==> config.mk <==
export PLATFORM = sky130hd
export DESIGN_NAME = sd_fifo_rrarb
export DESIGN_NICKNAME = d
export VERILOG_FILES = /design/src/rtl/sd_fifo_rrarb.sv
export SDC_FILE = /design/constraint.sdc
export NUM_CORES = 1
export LEC_CHECK = 0
export ABC_AREA = 1
export CAP_MARGIN = 30
export CORE_UTILIZATION = 40
export CTS_BUF_LIST = sky130_fd_sc_hd__clkbuf_4 sky130_fd_sc_hd__clkbuf_8 sky130_fd_sc_hd__clkbuf_16
export CTS_CLUSTER_SIZE = 24
export DETAILED_ROUTE_END_ITERATION = 16
export GPL_TIMING_DRIVEN = 0
export PLACE_DENSITY = 0.76
export SYNTH_ARGS = -nofsm -noshare
export SYNTH_HDL_FRONTEND = slang
export SYNTH_SLANG_ARGS = --single-unit
==> constraint.sdc <==
create_clock -name clk -period 3.6 [get_ports clk]
set_input_delay 0.36 -clock clk [delete_from_list [all_inputs] [get_ports clk]]
set_output_delay 0.36 -clock clk [all_outputs]
set_load 0.05 [all_outputs]
==> src/rtl/sd_fifo_rrarb.sv <==
// ----------------------------------------------------------------------------
// sd_fifo_rrarb
//
// Round-robin, packet-aware arbiter that merges several srdy/drdy producer
// streams into one registered output stage feeding a shared sd_fifo_c.
// Once a stream wins with a non-eop word, it keeps the grant until its eop
// word is accepted. Admission is throttled by the downstream FIFO occupancy
// so the FIFO never backs up into the holding register.
//
// Ports:
//   clk      - clock, rising edge
//   reset    - synchronous reset, active low
//   c_srdy   - per-stream source ready            [inputs]
//   c_data   - per-stream data, stream i at [i*width +: width]
//   c_eop    - per-stream end-of-packet, qualified by c_srdy
//   c_drdy   - per-stream accept, at most one bit set
//   p_srdy   - holding register valid
//   p_data   - holding register data
//   p_eop    - holding register eop
//   p_grant  - one-hot source of the held word (don't-care when p_srdy=0)
//   p_drdy   - downstream FIFO accept
//   usage    - downstream FIFO occupancy
// ----------------------------------------------------------------------------
module sd_fifo_rrarb #(
   parameter int inputs  = 4,
   parameter int width   = 8,
   parameter int usz     = 3,
   parameter int hiwater = 5
) (
   input  logic                      clk,
   input  logic                      reset,
   input  logic [inputs-1:0]         c_srdy,
   input  logic [inputs*width-1:0]   c_data,
   input  logic [inputs-1:0]         c_eop,
   output logic [inputs-1:0]         c_drdy,
   output logic                      p_srdy,
   output logic [width-1:0]          p_data,
   output logic                      p_eop,
   output logic [inputs-1:0]         p_grant,
   input  logic                      p_drdy,
   input  logic [usz-1:0]            usage
);

   localparam int pw  = (inputs > 1) ? $clog2(inputs) : 1;
   // One extra bit so pointer + offset never overflows before the wrap test.
   localparam int pw1 = pw + 1;
   localparam logic [usz-1:0] hiwater_u = usz'(hiwater);
   localparam logic [pw1-1:0] inputs_u  = pw1'(inputs);

   typedef enum logic {ST_ARB, ST_LOCK} state_t;

   state_t            state_reg, state_next;
   logic [pw-1:0]     ptr_reg, ptr_next;
   logic [pw-1:0]     lock_idx_reg, lock_idx_next;

   logic              p_srdy_reg;
   logic [width-1:0]  p_data_reg;
   logic              p_eop_reg;
   logic [inputs-1:0] p_grant_reg;

   logic [width-1:0]  data_arr [inputs];

   logic              load;
   logic              cand_found;
   logic [pw-1:0]     cand_idx;
   logic [pw-1:0]     sel_idx;
   logic              sel_valid;
   logic              sel_eop;
   logic [pw-1:0]     sel_inc;
   logic              capture;

   // Unpack the flat data bus into one word per stream.
   genvar gi;
   generate
      for (gi = 0; gi < inputs; gi++) begin : g_unpack
         assign data_arr[gi] = c_data[gi*width +: width];
      end
   endgenerate

   // The holding register can take a word when it is empty or draining this
   // cycle, and only while the FIFO is below the high-water mark.
   assign load = (!p_srdy_reg || p_drdy) && (usage < hiwater_u);

   // Rotating priority search: offset 0 from ptr has the highest priority.
   // Scanning offsets from high to low lets the lowest offset win last.
   always_comb begin
      logic [pw1-1:0] idx_ext;
      cand_found = 1'b0;
      cand_idx   = '0;
      idx_ext    = '0;
      for (int k = inputs - 1; k >= 0; k--) begin
         idx_ext = {1'b0, ptr_reg} + pw1'(k);
         if (idx_ext >= inputs_u)
            idx_ext = idx_ext - inputs_u;
         if (c_srdy[idx_ext[pw-1:0]]) begin
            cand_found = 1'b1;
            cand_idx   = idx_ext[pw-1:0];
         end
      end
   end

   // In LOCK only the locked stream is eligible; a gap on it is a bubble.
   assign sel_idx   = (state_reg == ST_LOCK) ? lock_idx_reg : cand_idx;
   assign sel_valid = (state_reg == ST_LOCK) ? c_srdy[lock_idx_reg] : cand_found;
   assign sel_eop   = c_eop[sel_idx];
   assign capture   = reset && load && sel_valid;

   always_comb begin
      logic [pw1-1:0] inc_ext;
      inc_ext = {1'b0, sel_idx} + pw1'(1);
      if (inc_ext >= inputs_u)
         inc_ext = '0;
      sel_inc = inc_ext[pw-1:0];
   end

   // State register
   always_ff @(posedge clk) begin
      if (!reset) begin
         state_reg    <= ST_ARB;
         ptr_reg      <= '0;
         lock_idx_reg <= '0;
      end else begin
         state_reg    <= state_next;
         ptr_reg      <= ptr_next;
         lock_idx_reg <= lock_idx_next;
      end
   end

   // Next-state logic
   always_comb begin
      state_next    = state_reg;
      ptr_next      = ptr_reg;
      lock_idx_next = lock_idx_reg;
      case (state_reg)
         ST_ARB: begin
            if (capture) begin
               if (sel_eop) begin
                  ptr_next = sel_inc;
               end else begin
                  state_next    = ST_LOCK;
                  lock_idx_next = sel_idx;
               end
            end
         end
         ST_LOCK: begin
            if (capture && sel_eop) begin
               state_next = ST_ARB;
               ptr_next   = sel_inc;
            end
         end
         default: state_next = ST_ARB;
      endcase
   end

   // Output logic: one-hot accept for the selected stream.
   always_comb begin
      c_drdy = '0;
      if (capture)
         c_drdy[sel_idx] = 1'b1;
   end

   // Holding register. A capture in the same cycle as a drain replaces the
   // word without a bubble; data/eop/grant hold when simply draining.
   always_ff @(posedge clk) begin
      if (!reset) begin
         p_srdy_reg  <= 1'b0;
         p_data_reg  <= '0;
         p_eop_reg   <= 1'b0;
         p_grant_reg <= '0;
      end else if (capture) begin
         p_srdy_reg  <= 1'b1;
         p_data_reg  <= data_arr[sel_idx];
         p_eop_reg   <= sel_eop;
         p_grant_reg <= c_drdy;
      end else if (p_drdy) begin
         p_srdy_reg  <= 1'b0;
      end
   end

   assign p_srdy  = p_srdy_reg;
   assign p_data  = p_data_reg;
   assign p_eop   = p_eop_reg;
   assign p_grant = p_grant_reg;

endmodule

==> key figures, run 1 <==
Outcome
  – Status: completed

Synthesis
  – Syn Inst Count: about 240
  – Synthesis-stage register bit count: 19
  – Net count after synthesis: 286
  – Synthesized area: around 0.0015 mm2
  – Synth warn: 0
  – Syn avg cell area: approximately 6.3 um2
  – Sequential area share after synthesis: 25.57%
  – Library cells used by synthesis: 28

Cells and area
  – Diode count: 0
  – # nets final: between 300 and 400
  – Layout area overhead: 50.21%
  – Max reg flops: 8
  – Most frequent cells in the layout: clkdlybuf4s50_1, inv_1, nand2_1, a21oi_1, dfxtp_1
  – Fillers: ~340
  – Layout Cells excl Fill: 348
  – Layout cells sized above 1: 9.934%
  – Most common library cell in the layout ignoring fill and taps: clkdlybuf4s50_1
  – Post-layout util: between 60% and 70%

Clock network
  – CTS Buf Count: 3
  – Reg clk slew, reported paths: 0.07 ns
  – Clock Latency Late Sink: about 0.24 ns
  – Max H-tree Level: 1
  – Post-CTS setup buffers: 0
  – TritonCTS clock tree: done
  – CTS Root Cell: clkbuf_8
  – Clk sink count: 19
  – CTS max path bufs: 2

Timing
  – Slew of the pin with the lowest slew margin: roughly 0.54 ns
  – Final hold viol count: 0
  – Max Slew Vio Count: 0
  – Setup TNS: 0 ns
  – Clk_skew: ~0.0027 ns
  – Final hold slack: approximately 0.46 ns
  – Max transition margin: approximately 64%
  – Final setup fails: 0
  – RSZ-0062 raised after global routing: false
  – Fmax: between 0.3 and 0.4 GHz
  – Tmin final: between 3 and 4 ns
  – Fin crit share: 86.30%

GRT
  – Busiest layer in global routing: met2
  – Total gr overflow: 0
  – First-pass GRT wire length: roughly 6300 um
  – Antenna violations before repair: 0
  – Vias in the first global route: around 1.5k
  – Pin count of the biggest net entering global routing: 13
  – Met3 usage: 4.562%
  – Met1 Resource Use GR: between 20% and 30%
  – Routing usage on met2: 35.62%
  – Tot GR Track Use: about 20%

Routing
  – Vias: 1,640
  – # DRC: 0
  – Via density: around 4.7
  – Routed len/inst: roughly 11 um
  – Antenna-violating nets left: 0
  – Post-Route WL: 3731 um
  – TritonRoute pass-1 iters: 4
  – 1st-iter DRT viols: just over 80

Power
  – Share of power burned in registers: 21.4%
  – Combinational share of power: approximately 67%
  – Worst VDD drop: 0.0002490 V
  – Switching power: 0.0006032 W
  – Int Pwr: roughly 0.00065 W
  – Leakage: 1.163 nW
  – Total power: 0.001255 W
  – PD cells: about 560 mW/mm2
  – Clock power frac: a little under an eighth
  – Sw Share: 48.05%

Worst setup path
  – Worst Path Required: approximately 3.2 ns
  – CP Launch Type: input pin
  – Crit path DAT: about 2.8 ns
  – FF-to-FF setup slack: 1.51 ns
  – Critical path endpoint category: output port
  – Crit path max fanout: 11
  – CP Class: in -> out

Die
  – Boundary Pins: 64
  – Rows: 21
  – Die area: a little under 0.004 mm2
  – DIE WIDTH: ~63 um
  – Initial Util: a little over two fifths
  – Die height: 62.99 um
  – Core area: approximately 0.0034 mm2

Placed design
  – Global placement routability congestion: 0.7825
  – DPL Wire Length: slightly below 3000 um
  – DP Cell Count: about 340
  – PortBufs: 63

Hold path
  – Worst Hold Class: reg -> reg

Flow run
  – Max Cap Viol: 0
[through the flow]
stage	worst slack [ns]	cell area (um2)
after floorplan	1.343	1488
after global placement	0.1468	2176
after detailed placement	0.09676	2176
after CTS	0.09048	2225
after global routing	0.2752	2235
final	0.4933	2235
[logic make-up (layout without fill, tap and decap cells)]
kind of cell	Yosys count	after routing	synth area share [%]
xor+xnor	1	1	0.5888
buf+inv	59	126	17.07
simple gates	94	94	29.94
compound gates	57	57	22.62
fa+ha+maj	5	5	4.205
flops	19	19	25.57
[power by group through the flow]
stage | sequential (W) | clock (W) | combinational (W)
6_report | 0.000269 | 0.000149 | 0.000837
3_3_place_gp | 0.000273 | 0 | 0.000828
5_1_grt | 0.000273 | 0.000161 | 0.000930
4_1_cts | 0.000269 | 0.000153 | 0.000843
3_5_place_dp | 0.000274 | 0 | 0.000834
2_1_floorplan | 0.000359 | 0 | 0.000526
[worst max-delay path, cell delays in order]
cell,delay (ns)
clkdlybuf4s50_1,0.52
inv_1,0.05
nand2_1,0.09
nand3_1,0.11
nand2_1,0.10
nand3_2,0.08
nand3_1,0.10
nand3_2,0.13
nand2_2,0.10
buf_6,0.14
buf_2,0.24
ha_1,0.18
nand2_1,0.06
inv_1,0.06
dlymetal6s2s_1,0.42
[Yosys cell counts (all sizes together)]
master | instances | area, um2
nor2 | 15 | 58.81
o22ai | 1 | 12.51
o21ai | 21 | 112.6
ha | 5 | 62.56
a31oi | 1 | 6.260
nand4 | 1 | 6.260
and3 | 1 | 6.260
dfxtp | 19 | 380.4
nor3 | 1 | 5.000
nand2 | 51 | 201.4
inv | 49 | 183.9
a211oi | 1 | 7.510
o21a | 9 | 67.56
a21oi | 23 | 122.6
clkbuf | 1 | 3.750
xnor2 | 1 | 8.760
buf | 9 | 66.31
o211ai | 1 | 7.510
nand3 | 25 | 167.7
[cell type report]
class	count	area (um2)	share of cell area (%)
multi-input combinational	157	853.3	38.19
timing repair buffer	63	640.6	28.67
sequential	19	380.4	17.02
inverter	49	183.9	8.231
buffer	10	70.07	3.136
tap	46	57.56	2.576
clock buffer	4	48.80	2.184
[repair_timing]
| item | 4_1_cts | 5_1_grt |
|---|---|---|
| endpoints found under the setup margin | 0 | 4 |
| resized for setup | 0 | 4 |
| hold buffers | 0 | 0 |
[metal layers]
layer  wire length [um]  up-vias
met5                  0        -
met4                  8        0
met3                250        2
met2               1791       49
met1               1680      714
li1                   -      875
[final timing paths]
| kind | from | endpoint | cells after the start |
|---|---|---|---|
| setup / recovery | c_srdy[0] | c_drdy[0] | 15 |
| hold / removal | p_grant[0]$_SDFFE_PN0P_ | p_grant[0]$_SDFFE_PN0P_ | 2 |
| setup reg to reg | ptr_reg[0]$_SDFFE_PN0P_ | ptr_reg[1]$_SDFFE_PN0P_ | 13 |
| hold reg to reg | p_grant[0]$_SDFFE_PN0P_ | p_grant[0]$_SDFFE_PN0P_ | 2 |
No activity file was read; power rests on OpenSTA's default activity.
==> run 2, diff against run 1 <==
Settings changed: CTS_BUF_LIST sky130_fd_sc_hd__clkbuf_4 sky130_fd_sc_hd__clkbuf_8 sky130_fd_sc_hd__clkbuf_16 to unset.
==> run 2 against run 1 <==
Compared with the run above:
- sequential cell count unchanged
- first-iteration DRC count rose by 4.9%
- critical endpoint unchanged
- combinational power about the same
- hold slack better by 0.00059 ns
- worst setup slack better by 0.0015 ns
- routed wire length is 0.27% higher
- maximum frequency about the same
- non-clock buffer count did not move
- via count down 0.85%
- largest cell class unchanged
- clock skew about the same
- sequential power about the same
==> key figures, run 2 (synthesis gave the netlist of run 1 again) <==
Outcome
  – Status: completed

Cells and area
  – Layout area overhead: 49.96%
  – Layout cells sized above 1: 9.603% (-0.33 points)
  – Most frequent cells in the layout: clkdlybuf4s50_1, inv_1, nand2_1, a21oi_1, dfxtp_1
  – Max reg flops: 8 (unchanged)
  – Most common library cell in the layout ignoring fill and taps: clkdlybuf4s50_1
  – Fillers: 341 (unchanged)
  – # nets final: 354 (unchanged)
  – Cell area after layout: 0.002231 mm2 (-0.17%)
  – Diode count: 0 (unchanged)

Timing
  – Final hold viol count: 0 (unchanged)
  – Max transition margin: 63.46% (-0.66 points)
  – Slew of the pin with the lowest slew margin: 0.5464 ns (+0.009800 ns)
  – PnR worst setup slack: 0.4948 ns (+0.001495 ns)
  – Clk_skew: 0.002737 ns (+0.00007966 ns)
  – Setup TNS: 0 ns (unchanged)
  – Fmax: 0.3220 GHz (about the same)
  – RSZ-0062 raised after global routing: false
  – Max Slew Vio Count: 0 (unchanged)
  – Final hold slack: 0.4625 ns (+0.0005930 ns)
  – Tmin final: 3.105 ns (-0.001495 ns)
  – Fin crit share: 86.26% (about the same)
  – Final setup fails: 0 (unchanged)

GRT
  – Vias in the first global route: 1,515 (unchanged)
  – First-pass GRT wire length: 6348 um (unchanged)
  – Total gr overflow: 0 (unchanged)
  – Antenna violations before repair: 0 (unchanged)
  – Pin count of the biggest net entering global routing: 13 (unchanged)
  – Tot GR Track Use: 19.67% (unchanged)

Routing
  – TritonRoute pass-1 iters: 4 (unchanged)
  – Vias: 1,626 (-0.85%)
  – 1st-iter DRT viols: 85 (+4.9%)
  – Via density: 4.672 (-0.85%)
  – # DRC: 0 (unchanged)
  – Post-Route WL: 3741 um (+0.27%)
  – Antenna-violating nets left: 0 (unchanged)
  – Routed len/inst: 10.75 um (+0.27%)

Power
  – Clock power frac: 11.3% (-0.6 points)
  – Leakage: 1.160 nW (-0.29%)
  – Int Pwr: 0.0006443 W (-1.2%)
  – Combinational share of power: 67.1% (+0.4 points)
  – PD cells: 558.9 mW/mm2 (-0.52%)
  – Worst VDD drop: 0.0002478 V (-0.47%)
  – Share of power burned in registers: 21.6% (+0.2 points)
  – Switching power: 0.0006024 W (-0.14%)
  – Total power: 0.001247 W (-0.68%)
  – Sw Share: 48.32% (+0.26 points)

Clock network
  – CTS max path bufs: 2 (unchanged)
  – Clk sink count: 19 (unchanged)
  – Reg clk slew, reported paths: 0.07 ns (about the same)
  – CTS Root Cell: clkbuf_8
  – Max H-tree Level: 1 (unchanged)
  – CTS Buf Count: 3 (unchanged)
  – Clock Latency Late Sink: 0.24 ns (about the same)
  – Post-CTS setup buffers: 0 (unchanged)
  – TritonCTS clock tree: done

Worst setup path
  – Crit path DAT: 2.75 ns (about the same)
  – Worst Path Required: 3.24 ns (about the same)
  – CP Class: in -> out
  – Register-to-Register Path Depth: 13 (unchanged)
  – Critical path endpoint category: output port
  – CP Launch Type: input pin
  – Crit path max fanout: 11 (unchanged)

Die
  – Initial Util: 43.22% (unchanged)
  – Die height: 62.99 um (unchanged)
  – Core area: 0.003442 mm2 (unchanged)
  – Rows: 21 (unchanged)
  – Die area: 0.003967 mm2 (unchanged)
  – DIE WIDTH: 62.99 um (unchanged)
  – Boundary Pins: 64 (unchanged)

Placed design
  – PortBufs: 63 (unchanged)
  – DPL Wire Length: 2924 um (unchanged)
  – Placed inst area: 0.002176 mm2 (unchanged)
  – Place WS: 0.09676 ns (unchanged)
  – Global placement routability congestion: 0.7825 (unchanged)

Hold path
  – Worst Hold Class: reg -> reg
  – Hold Path Depth: 2 (unchanged)

Flow run
  – Max Cap Viol: 0 (unchanged)
[run 2: cell count changes in the layout (fill, tap and decap cells not counted)]
cell and delta:
clkbuf_1 +1, clkbuf_4 -1
[run 2: cell type report]
class	instances	area [um2]	share of cell area [%]
buffer	10	70.07	3.141
clock buffer	4	45.04	2.019
inverter	49	183.9	8.245
multi-input combinational	157	853.3	38.25
sequential	19	380.4	17.05
tap	46	57.56	2.580
timing repair buffer	63	640.6	28.72
[run 2: repair_timing]
action | 4_1_cts | 5_1_grt
hold buffers | 0 | 0
setup endpoints to repair | 0 | 4
resized for setup | 0 | 4
[run 2: path summary, 6_finish.rpt]
kind	startpoint	endpoint	slack, ns
max	c_srdy[0]	c_drdy[0]	0.49
min	p_grant[0]$_SDFFE_PN0P_	p_grant[0]$_SDFFE_PN0P_	0.46
max reg2reg	ptr_reg[0]$_SDFFE_PN0P_	ptr_reg[1]$_SDFFE_PN0P_	1.50
min reg2reg	p_grant[0]$_SDFFE_PN0P_	p_grant[0]$_SDFFE_PN0P_	0.46
[run 2: layer usage]
layer	part of all wire [%]	up-vias	track usage [%]	routed length, um
met3	6.1	2	4.562	230
li1	-	875	-	-
met4	0.21	0	3.488	8
met1	45	707	23.43	1690
met5	0	-	0	0
met2	48	42	35.62	1811
[run 2: power groups by stage]
stage / combinational [W] / sequential [W] / clock (W)
floorplan: 0.000526 / 0.000359 / 0
global route: 0.000929 / 0.000273 / 0.000154
global placement: 0.000828 / 0.000273 / 0
CTS: 0.000843 / 0.000269 / 0.000146
finish: 0.000836 / 0.000269 / 0.000141
detailed placement: 0.000834 / 0.000274 / 0
[run 2: metrics by stage]
step,std cells,utilization [%]
4_1_cts,348,64.52
3_3_place_gp,344,63.21
3_5_place_dp,344,63.21
6_report,348,64.81
5_1_grt,348,64.81
2_1_floorplan,235,-
[run 2: worst max-delay path, stage by stage]
cell,delay [ns]
clkdlybuf4s50_1,0.52
inv_1,0.05
nand2_1,0.09
nand3_1,0.11
nand2_1,0.10
nand3_2,0.08
nand3_1,0.10
nand3_2,0.13
nand2_2,0.10
buf_6,0.14
buf_2,0.24
ha_1,0.18
nand2_1,0.06
inv_1,0.06
dlymetal6s2s_1,0.42
